$ cat src/rtl/debounce_pkg.sv
// Shared definitions for the push-button conditioning blocks on the 50 MHz board clock.
package debounce_pkg;

  typedef enum logic [1:0] {
    RELEASED    = 2'd0,
    PRESS_CHK   = 2'd1,
    HELD        = 2'd2,
    RELEASE_CHK = 2'd3
  } dbnc_state_e;

  localparam int unsigned CLK_HZ = 32'd50000000;

  // Convert a millisecond interval to board-clock cycles for parameter overrides.
  function automatic int unsigned ms_to_cycles(input int unsigned ms);
    return ms * (CLK_HZ / 32'd1000);
  endfunction

endpackage

$ cat src/rtl/sync_2ff.sv
// Single-bit two-flop synchronizer with async active-high reset to a chosen idle value.
module sync_2ff #(
  parameter logic RST_VAL = 1'b0
) (
  input  logic clk_i,
  input  logic rst_i,
  input  logic d_i,
  output logic q_o
);

  logic meta_q;
  logic sync_q;

  // Two-stage capture of the asynchronous input.
  always_ff @(posedge clk_i or posedge rst_i) begin
    if (rst_i) begin
      meta_q <= RST_VAL;
      sync_q <= RST_VAL;
    end else begin
      meta_q <= d_i;
      sync_q <= meta_q;
    end
  end

  assign q_o = sync_q;

endmodule

$ cat src/rtl/key_debouncer.sv
// Debounced level plus press/release pulses for one raw push-button.
// Optional auto-repeat of the press pulse is built when KEY_DEBOUNCER_REPEAT_EN is defined.
module key_debouncer
  import debounce_pkg::*;
#(
  parameter int unsigned STABLE_CYCLES = 32'd1000000,
  parameter bit          ACTIVE_LOW    = 1'b1,
  parameter int unsigned REPEAT_DELAY  = 32'd25000000,
  parameter int unsigned REPEAT_PERIOD = 32'd5000000
) (
  input  logic CLOCK_50,
  input  logic RESET,
  input  logic BTN_RAW,
  output logic BTN_LEVEL,
  output logic BTN_PRESS,
  output logic BTN_RELEASE
);

  localparam int unsigned CW = $clog2(STABLE_CYCLES + 32'd1);
  localparam logic [CW-1:0] STABLE_LAST = CW'(STABLE_CYCLES - 32'd1);

  if (STABLE_CYCLES < 32'd2 || REPEAT_DELAY < 32'd1 || REPEAT_PERIOD < 32'd1) begin : g_param_check
    $error("key_debouncer: STABLE_CYCLES must be >= 2 and repeat intervals >= 1");
  end

  logic        sync_s;
  logic        pressed_s;
  logic        fsm_press_s;
  logic        fsm_release_s;
  logic        rep_fire_s;

  dbnc_state_e state_q, state_d;
  logic [CW-1:0] cnt_q, cnt_d;
  logic        level_q, level_d;
  logic        press_q, release_q;

  // Idle the synchronizer at the released raw level so reset never looks like a press.
  sync_2ff #(
    .RST_VAL (ACTIVE_LOW)
  ) u_sync (
    .clk_i (CLOCK_50),
    .rst_i (RESET),
    .d_i   (BTN_RAW),
    .q_o   (sync_s)
  );

  assign pressed_s = sync_s ^ ACTIVE_LOW;

  // Stability FSM: a new level must persist STABLE_CYCLES samples before acceptance.
  always_comb begin
    state_d       = state_q;
    cnt_d         = cnt_q;
    level_d       = level_q;
    fsm_press_s   = 1'b0;
    fsm_release_s = 1'b0;
    case (state_q)
      RELEASED: begin
        if (pressed_s) begin
          state_d = PRESS_CHK;
          cnt_d   = CW'(1);
        end else begin
          cnt_d   = '0;
        end
      end
      PRESS_CHK: begin
        if (!pressed_s) begin
          state_d = RELEASED;
          cnt_d   = '0;
        end else if (cnt_q == STABLE_LAST) begin
          state_d     = HELD;
          cnt_d       = '0;
          level_d     = 1'b1;
          fsm_press_s = 1'b1;
        end else begin
          cnt_d = cnt_q + CW'(1);
        end
      end
      HELD: begin
        if (!pressed_s) begin
          state_d = RELEASE_CHK;
          cnt_d   = CW'(1);
        end else begin
          cnt_d   = '0;
        end
      end
      RELEASE_CHK: begin
        if (pressed_s) begin
          state_d = HELD;
          cnt_d   = '0;
        end else if (cnt_q == STABLE_LAST) begin
          state_d       = RELEASED;
          cnt_d         = '0;
          level_d       = 1'b0;
          fsm_release_s = 1'b1;
        end else begin
          cnt_d = cnt_q + CW'(1);
        end
      end
      default: begin
        state_d = RELEASED;
        cnt_d   = '0;
        level_d = 1'b0;
      end
    endcase
  end

`ifdef KEY_DEBOUNCER_REPEAT_EN
  localparam int unsigned REP_MAX = (REPEAT_DELAY > REPEAT_PERIOD) ? REPEAT_DELAY : REPEAT_PERIOD;
  localparam int unsigned RW = $clog2(REP_MAX + 32'd1);
  localparam logic [RW-1:0] REP_DELAY_C  = RW'(REPEAT_DELAY);
  localparam logic [RW-1:0] REP_PERIOD_C = RW'(REPEAT_PERIOD);

  logic [RW-1:0] rep_q, rep_d;
  logic          rep_period_q, rep_period_d;

  // rep_q holds cycles since the last press pulse; it survives bounces and dies on release.
  always_comb begin
    rep_d        = rep_q;
    rep_period_d = rep_period_q;
    rep_fire_s   = 1'b0;
    if (fsm_press_s) begin
      rep_d        = RW'(1);
      rep_period_d = 1'b0;
    end else if ((state_q == HELD || state_q == RELEASE_CHK) && state_d != RELEASED) begin
      if (rep_q == (rep_period_q ? REP_PERIOD_C : REP_DELAY_C)) begin
        rep_fire_s   = 1'b1;
        rep_d        = RW'(1);
        rep_period_d = 1'b1;
      end else begin
        rep_d = rep_q + RW'(1);
      end
    end else begin
      rep_d        = '0;
      rep_period_d = 1'b0;
    end
  end

  // Repeat timer state.
  always_ff @(posedge CLOCK_50 or posedge RESET) begin
    if (RESET) begin
      rep_q        <= '0;
      rep_period_q <= 1'b0;
    end else begin
      rep_q        <= rep_d;
      rep_period_q <= rep_period_d;
    end
  end
`else
  assign rep_fire_s = 1'b0;
`endif

  // FSM state and registered outputs.
  always_ff @(posedge CLOCK_50 or posedge RESET) begin
    if (RESET) begin
      state_q   <= RELEASED;
      cnt_q     <= '0;
      level_q   <= 1'b0;
      press_q   <= 1'b0;
      release_q <= 1'b0;
    end else begin
      state_q   <= state_d;
      cnt_q     <= cnt_d;
      level_q   <= level_d;
      press_q   <= fsm_press_s | rep_fire_s;
      release_q <= fsm_release_s;
    end
  end

  assign BTN_LEVEL   = level_q;
  assign BTN_PRESS   = press_q;
  assign BTN_RELEASE = release_q;

endmodule

$ cat config.mk
export PLATFORM = sky130hd
export DESIGN_NAME = key_debouncer
export DESIGN_NICKNAME = d
export VERILOG_FILES = /design/src/rtl/debounce_pkg.sv /design/src/rtl/sync_2ff.sv /design/src/rtl/key_debouncer.sv
export SDC_FILE = /design/constraint.sdc
export NUM_CORES = 1
export LEC_CHECK = 0
export BUFFER_PORTS_ARGS = -buffer_cell sky130_fd_sc_hd__buf_4
export CORE_AREA = 3 3 79 81
export CTS_CLUSTER_SIZE = 16
export DETAILED_ROUTE_END_ITERATION = 12
export DIE_AREA = 0 0 82 84
export GPL_TIMING_DRIVEN = 0
export HOLD_SLACK_MARGIN = 0.05
export PLACE_DENSITY = 0.33
export SYNTH_ARGS = -nofsm -noshare
export SYNTH_HDL_FRONTEND = slang
export SYNTH_HIERARCHICAL = 1
export SYNTH_SLANG_ARGS = --single-unit
$ cat constraint.sdc
create_clock -name CLOCK_50 -period 2.18 [get_ports CLOCK_50]
set_clock_uncertainty 0.1 [all_clocks]
set_input_delay 0.436 -clock CLOCK_50 [delete_from_list [all_inputs] [get_ports CLOCK_50]]
set_output_delay 0.436 -clock CLOCK_50 [all_outputs]
set_load 0.005 [all_outputs]
* Yosys cells after proc, flatten, opt, wreduce, memory -nomap -nowiden
Cells that the tools add are included.
** Storage, ports and cells
- Register bits after elaboration :: 27
- Input port bits :: 3
- Output and inout bits :: 3
- Word-level logic and storage cells :: 47
** Operators by class
- $add $sub $neg :: 1
- Eq/ne operators :: 12
- Mux-type cells :: 23
- Reductions and logical operators :: 4
** Operator list (count)
- one-hot mux 20 bit (4 select lines) :: 1
- 2-to-1 mux 20 bit :: 3
- adder 20 x 1 -> 20 bit (second input constant) :: 1
- equality test 20 bit (second input constant) :: 1
- 2-to-1 mux 2 bit :: 6
- 2-to-1 mux 1 bit :: 11
- inequality test 2 bit (second input constant) :: 4
- one-hot mux 2 bit (4 select lines) :: 1
- AND reduction 5 bit :: 1
- equality test 2 bit (second input constant) :: 2
- inequality test 2 x 1 -> 1 bit (second input constant) :: 2
- AND reduction 4 bit :: 1
- inequality test 3 x 2 -> 1 bit (second input constant) :: 1
- inequality test 3 bit (second input constant) :: 1
- equality test 2 x 1 -> 1 bit (second input constant) :: 1
- logical NOT 2 bit :: 1
- one-hot mux 1 bit (2 select lines) :: 1
- nonzero test 2 bit :: 1

* Depth between registers and ports, before layout
Gate-level depths: netlist of run 1.
- Word-level depth :: 4
- Gate-level depth with buffers :: 7
- Depth with buffers taken out :: 5

* Modules after synthesis
Netlist of run 1, hierarchy kept.
** By module, submodules not included
- key_debouncer :: instances 1, cells an instance 123, area an instance 1222.4 um^2, sequential area each 625.6 um^2
- sync_2ff :: instances 1, cells an instance 3, area an instance 56.3 um^2, sequential area each 52.6 um^2

* Worst setup path before layout of run 1
No wires, ideal clock.
- Kind :: register -> register
- Start :: register cnt_q[0]
- End :: register cnt_q[11]
- Setup time :: 0.119 ns
- Data arrival time :: 1.619 ns
- Data required time :: 1.961 ns
- Setup slack :: 0.342 ns
- Cell stages (with the launch flop) :: 8
- Path buffers :: 2
- Clock period less this slack :: 1.838 ns
- Cell sequence :: dfrtp_1 > ha_1 > nand2_1 > nor4_1 > a211o_1 > buf_4 > buf_4 > nor2_1
** On the way
- Word-level cells in the longest chain between the ends :: 4
- Elaborated cells on any way between the ends :: 6
- Those cells by class :: add/sub: 1; eq/ne: 1; mux: 4
** Ends and longest elaborated chain
- start, declared :: line key_debouncer.sv:33 : logic [CW-1:0] cnt_q, cnt_d;
- start signal, assigned :: line key_debouncer.sv:162 : cnt_q <= cnt_d;
- adder 20 x 1 -> 20 bit or equality test 20 bit (tied branches)
- 2-to-1 mux 20 bit * :: line key_debouncer.sv:69, key_debouncer.sv:90
- 2-to-1 mux 20 bit (on tied branches) :: line key_debouncer.sv:87, key_debouncer.sv:66
- one-hot mux 20 bit (4 select lines) * :: line key_debouncer.sv:56 : case (state_q)
- named net cnt_d[11] :: line key_debouncer.sv:33
Mark *: on every way through the listed nets, which the timed path passes. The rest lies on a longest branch.
A chain may end at the register's enable or synchronous reset.

* Worst setup path after layout of run 1
- Start :: register cnt_q[0]
- End :: register cnt_q[18]
Same word-level chain as after synthesis.

==> reports/results.tsv, run 1 <==
metric	value	unit
Final Hold Fails	0	
min-delay worst type	primary input to async pin	
Routed WL	2.59	mm
Crit Path Category	register to register	
Post-CTS Setup Inserts	0	
sequential-to-total area share from yosys stat	53.0	%
DP Wirelength	1.84	mm
Total Power	0.000838	W
placed cell count	203	
DIE AREA	6890	um2
Setup violations, final	0	
htree depth	1	
crit start category	register	
Iteration-0 DRC Markers	47	
CTS Hold Bufs	0	
cell type group with the largest total delay on the critical path	simple AND/OR/NAND/NOR gates	
Least-Margin Pin Slew	1.01	ns
library cells used by synthesis	30	
PortBufs	5	
Initial Util	23.1	%
Synth Warn #	6	
Fill cells	616	
min Tclk post-route	2.01	ns
largest stage delay on the critical path	0.49	ns
Syn-to-layout area delta	14.7	%
worst path cell trace	ha_1 > and4_1 > nand2_1 > or4_1 > a21oi_1	
largest net degree at the start of global routing	26	
Netlist Area Pre-Place	1280	um2
clk_lat worst skew	0.27	ns
DRC viols	0	
max-cap violation count	0	
root buffer cell	clkbuf_8	
f_max	497	MHz
Max-slew headroom	32.4	%
I/O pin count	6	
initial antenna violation count	0	
# rows	27	
required time worst endpoint	2.28	ns
height of the die	84	um
Seq cells post-synth	27	
CP max FO	6	
CTS tree	yes	
gpl congestion	0.711	
Initial DRT Pass Iterations	4	
P per Cell Area	571	nW/um2
WL/cell	12.6	um
Die Span X	82	um
nets	139	
vias in the first global route	869	
post-synth net total	130	
Total GRT Usage	8.50	%
syn_area_per_cell	10.1	um2
Final Max Tran Viols	0	
fin crit share	92.3	%
Via Count	908	
Layout Cells excl Fill	206	
Mapped Cells	126	
ANT nets after route	0	
global-route wire length before repair	4.55	mm
status	finished clean	
layout cell share with drive strength beyond 1	12.7	%
CP Buf/Inv Count	0	
clock sinks	27	
Vias/cell	4.41	
RSZ-0062 raised after global routing	false	
Peak VDD IR	0.287	mV
clock buffer depth	2	
Leakage	0.623	nW
crit path DAT	2.11	ns
Setup crit end kind	register	
core footprint	5540	um2
grt ovf	0	
CP max-delay cell	or4_1	
Worst-path clk slew	0.10	ns
TritonCTS buffer count	3	
diode count	0	
sequential cells by signal, summed over array words and instances, names as in the netlist, named ones only:
name	flops
u_sync/q_o	1
cnt_q	20
BTN_PRESS	1
state_q	1
BTN_LEVEL	1
u_sync/meta_q	1
BTN_RELEASE	1
routing by layer:
| layer | GRT usage (%) | up-vias | part of all wire, % | wire length (um) |
|---|---|---|---|---|
| met2 | 12.0 | 12 | 43 | 1130 |
| met3 | 2.59 | 2 | 4.4 | 113 |
| met5 | 0 | - | 0 | 0 |
| li1 | - | 457 | - | - |
| met4 | 1.36 | 0 | 0.54 | 14 |
| met1 | 12.8 | 437 | 52 | 1340 |
worst reg2reg max path, stage by stage, from the launching register on:
cell and delay [ns]:
dfrtp_1 0.41, ha_1 0.26, and4_1 0.36, nand2_1 0.16, or4_1 0.49, a21oi_1 0.16
final timing paths:
kind / from / to / slack, ns / depth (start not counted)
worst max-delay path: cnt_q[0] / cnt_q[18] / 0.17 / 5
worst min-delay path: RESET / u_sync/meta_q / 0.07 / 2
worst max register to register: cnt_q[0] / cnt_q[18] / 0.17 / 5
worst min register to register: u_sync/meta_q / u_sync/q_o / 0.27 / 0
max in group asynchronous: RESET / cnt_q[18] / 1.06 / 2
min in group CLOCK_50: BTN_RAW / u_sync/meta_q / 0.16 / 1
through the flow:
stage                     instance area (um2)  utilization [%]  TNS [ns]  hold WS (ns)  worst slack (ns)
after CTS                                1460             26.4         0        0.0628            0.0465
final                                    1470             26.5         0        0.0728             0.169
after floorplan                          1280                -         0         0.245             0.342
after global placement                   1410             25.4    -0.237         0.249           -0.0262
after detailed placement                 1410             25.4   -0.0822         0.254           -0.0113
after global routing                     1470             26.5         0        0.0562            0.0248
synth_stat cells:
cell | number | area, um2
a211o_1 | 2 | 17.5
a21boi_0 | 1 | 7.51
a21o_1 | 1 | 7.51
a21oi_1 | 6 | 30.0
and3_1 | 3 | 18.8
and4_1 | 4 | 35.0
and4b_1 | 1 | 10.0
buf_2 | 2 | 10.0
buf_4 | 2 | 15.0
clkbuf_1 | 1 | 3.75
dfrtp_1 | 25 | 626
dfstp_2 | 2 | 52.6
ha_1 | 1 | 12.5
inv_1 | 6 | 22.5
mux2i_1 | 1 | 10.0
nand2_1 | 7 | 26.3
nand3_1 | 7 | 35.0
nand3_2 | 1 | 10.0
nand3b_1 | 1 | 7.51
nand4_1 | 4 | 25.0
nor2_1 | 18 | 67.6
nor3_1 | 1 | 5.00
nor4_1 | 3 | 18.8
nor4b_1 | 1 | 8.76
o21ai_0 | 2 | 10.0
o31ai_1 | 3 | 22.5
or3_1 | 3 | 18.8
or4_1 | 3 | 22.5
xnor2_1 | 5 | 43.8
xor2_1 | 9 | 78.8
placed cells by master, fill, tap and decap left out, types with 2 or more instances in the layout:
cell	netlist	layout
xnor2_1	5	5
inv_1	6	6
clkbuf_8	0	3
or3_1	3	3
o31ai_1	3	3
a211o_1	2	2
nor4_1	3	2
buf_2	2	2
dfstp_2	2	2
nand3_1	7	7
xor2_1	9	9
buf_4	2	7
and3_1	3	3
nand4_1	4	4
a21oi_1	6	6
nor2_1	18	18
dfrtp_1	25	25
and4_1	4	4
nand2_1	7	7
or4_1	3	3
o21ai_0	2	2
power breakdown:
group | leakage, nW | internal [W] | total [W] | switching [W]
Combinational | 0.236 | 0.00000958 | 0.0000317 | 0.0000222
Clock | 0.0217 | 0.000130 | 0.000294 | 0.000164
Sequential | 0.366 | 0.000507 | 0.000512 | 0.00000508
repair_timing:
item	CTS	global route
gates resized for setup	1	1
pin swaps	0	1
hold endpoints to repair	0	0
setup endpoints to repair	10	11
layout make-up:
cell class	count	area, um2	share of cell area (%)
multi-input combinational	88	564	38.5
inverter	6	22.5	1.54
clock inverter	1	7.51	0.512
timing repair buffer	5	37.5	2.56
tap	72	90.1	6.14
buffer	4	25.0	1.71
clock buffer	3	41.3	2.82
sequential	27	678	46.2
cell families (layout without fill, tap and decap cells):
logic type	after synthesis	after routing	share of synthesized area, %
buf+inv	11	19	4.01
simple gates	57	57	24.2
fa+ha+maj	1	1	0.978
flops	27	27	53.0
xor+xnor	14	14	9.59
compound gates	15	15	7.44
mux	1	1	0.783
(Power assumes the default switching activity.)
==> inputs of run 2 (changes only) <==
--- a/config.mk
+++ b/config.mk
@@ -13,6 +13,7 @@
 export GPL_TIMING_DRIVEN = 0
 export HOLD_SLACK_MARGIN = 0.05
 export PLACE_DENSITY = 0.33
+export SETUP_SLACK_MARGIN = 0.3
 export SYNTH_ARGS = -nofsm -noshare
 export SYNTH_HDL_FRONTEND = slang
 export SYNTH_HIERARCHICAL = 1
==> run 2 against run 1 <==
Compared with the run above: register-to-register slack better by 0.13 ns; worst setup slack better by 0.13 ns; sequential share of layout area is 6.7 points lower; die area stayed put; combinational power is 32% higher; final cell count is 11% higher; cell area is 17% higher; core utilization is 4.6 points higher; global-route usage is 0.61 points higher; via count is 10% higher; critical path type unchanged; largest cell class unchanged.
==> reports/results.tsv, run 2 (same netlist as run 1, synthesis figures left out) <==
metric	value	unit
Max-slew headroom	31.7	%
gpl congestion	0.711	
fin crit share	86.5	%
layout cell share with drive strength beyond 1	33.3	%
height of the die	84	um
Worst-path clk slew	0.10	ns
core footprint	5540	um2
diode count	0	
Iteration-0 DRC Markers	30	
Area after DPL	1410	um2
f_max	530	MHz
P per Cell Area	495	nW/um2
Syn-to-layout area delta	34.4	%
CTS tree	yes	
initial antenna violation count	0	
Vias/cell	4.39	
TritonCTS buffer count	3	
nets	161	
Setup crit end kind	register	
DIE AREA	6890	um2
Final Max Tran Viols	0	
Crit Path Category	register to register	
status	finished clean	
Final WS setup	0.295	ns
most common cell after layout, fill and taps aside	buf_4	
CP max FO	7	
crit path DAT	1.99	ns
Setup violations, final	0	
Via Count	1002	
grt ovf	0	
min-delay worst type	primary input to async pin	
Initial DRT Pass Iterations	4	
Die Span X	82	um
CTS Hold Bufs	0	
# rows	27	
htree depth	1	
ANT nets after route	0	
Final Hold Fails	0	
crit start category	register	
Peak VDD IR	0.276	mV
worst r2r path cells	5	
Initial Util	23.1	%
global-route wire length before repair	4.89	mm
max-cap violation count	0	
clock sinks	27	
post-place setup slack	-0.0113	ns
FF-to-FF End	cnt_q[19]	
RSZ-0062 raised after global routing	true	
max reg flops	20	
required time worst endpoint	2.29	ns
vias in the first global route	949	
crit path from	cnt_q[6]	
Leakage	0.745	nW
setup slack, reg-to-reg	0.29	ns
most frequent cells in the layout	buf_4 (26), dfrtp_1 (23), nor2_1 (18)	
post-route cell area	1720	um2
min Tclk post-route	1.89	ns
clk_lat worst skew	0.28	ns
PortBufs	5	
largest net degree at the start of global routing	26	
worst r2r src	cnt_q[6]	
DRC viols	0	
Least-Margin Pin Slew	1.02	ns
DP Wirelength	1.84	mm
clock buffer depth	2	
I/O pin count	6	
WL/cell	12.6	um
Routed WL	2.88	mm
Reg with most FFs	cnt_q	
root buffer cell	clkbuf_8	
Total GRT Usage	9.11	%
## run 2: cell types whose count changed in the layout (fill, tap and decap cells not counted), moves of 3 or more
cell / change
buf_4: +19
a21oi_1: -3
a21oi_2: +3
buf_6: +3
## run 2: where the power goes
part,total [W],switching [W],leakage (nW),internal [W]
Clock,0.000295,0.000165,0.0217,0.000130
Sequential,0.000514,0.00000654,0.363,0.000508
Combinational,0.0000420,0.0000246,0.360,0.0000174
Total,0.000851,0.000197,0.745,0.000655
## run 2: layer usage
| metal | vias to the layer above | GRT usage [%] | routed length [um] |
|---|---|---|---|
| met4 | 0 | 1.36 | 14 |
| met5 | - | 0 | 0 |
| met1 | 492 | 13.8 | 1510 |
| met3 | 2 | 2.59 | 68 |
| li1 | 501 | - | - |
| met2 | 7 | 12.9 | 1290 |
## run 2: layout make-up
| type | count | area [um2] |
|---|---|---|
| Inverter | 6 | 22.5 |
| Clock buffer | 3 | 41.3 |
| Timing Repair Buffer | 26 | 195 |
| Buffer | 5 | 62.6 |
| Clock inverter | 1 | 7.51 |
| Fill cell | 597 | 3820 |
| Sequential cell | 27 | 681 |
| Tap cell | 72 | 90.1 |
| Multi-Input combinational cell | 88 | 619 |
## run 2: critical path, stage by stage, from the launching register on
cell	delay (ns)
dfrtp_2	0.42
nand4_1	0.16
or3_4	0.36
buf_6	0.14
or4_1	0.49
a21oi_2	0.14
## run 2: worst max-delay path by stage
stage	slack (ns)	end
final	0.29	cnt_q[19]
after CTS	0.30	cnt_q[17]
after global placement	-0.03	cnt_q[3]
after floorplan	0.34	cnt_q[11]
after global routing	0.19	cnt_q[19]
after detailed placement	-0.01	cnt_q[10]
## run 2: repair_timing
action,in CTS,in global routing
gates resized for setup,16,11
buffers inserted,10,11
pin swaps,6,8
setup endpoints to repair,22,14
## run 2: per-stage QoR
step / utilization, % / power [W] / cells / TNS [ns] / hold slack (ns)
2_1_floorplan: - / 0.000543 / 126 / 0 / 0.245
3_3_place_gp: 25.4 / 0.000555 / 203 / -0.237 / 0.249
3_5_place_dp: 25.4 / 0.000555 / 203 / -0.0822 / 0.254
5_1_grt: 31.0 / 0.000897 / 228 / 0 / 0.0562
6_report: 31.0 / 0.000851 / 228 / 0 / 0.0701
4_1_cts: 28.8 / 0.000864 / 217 / 0 / 0.0628
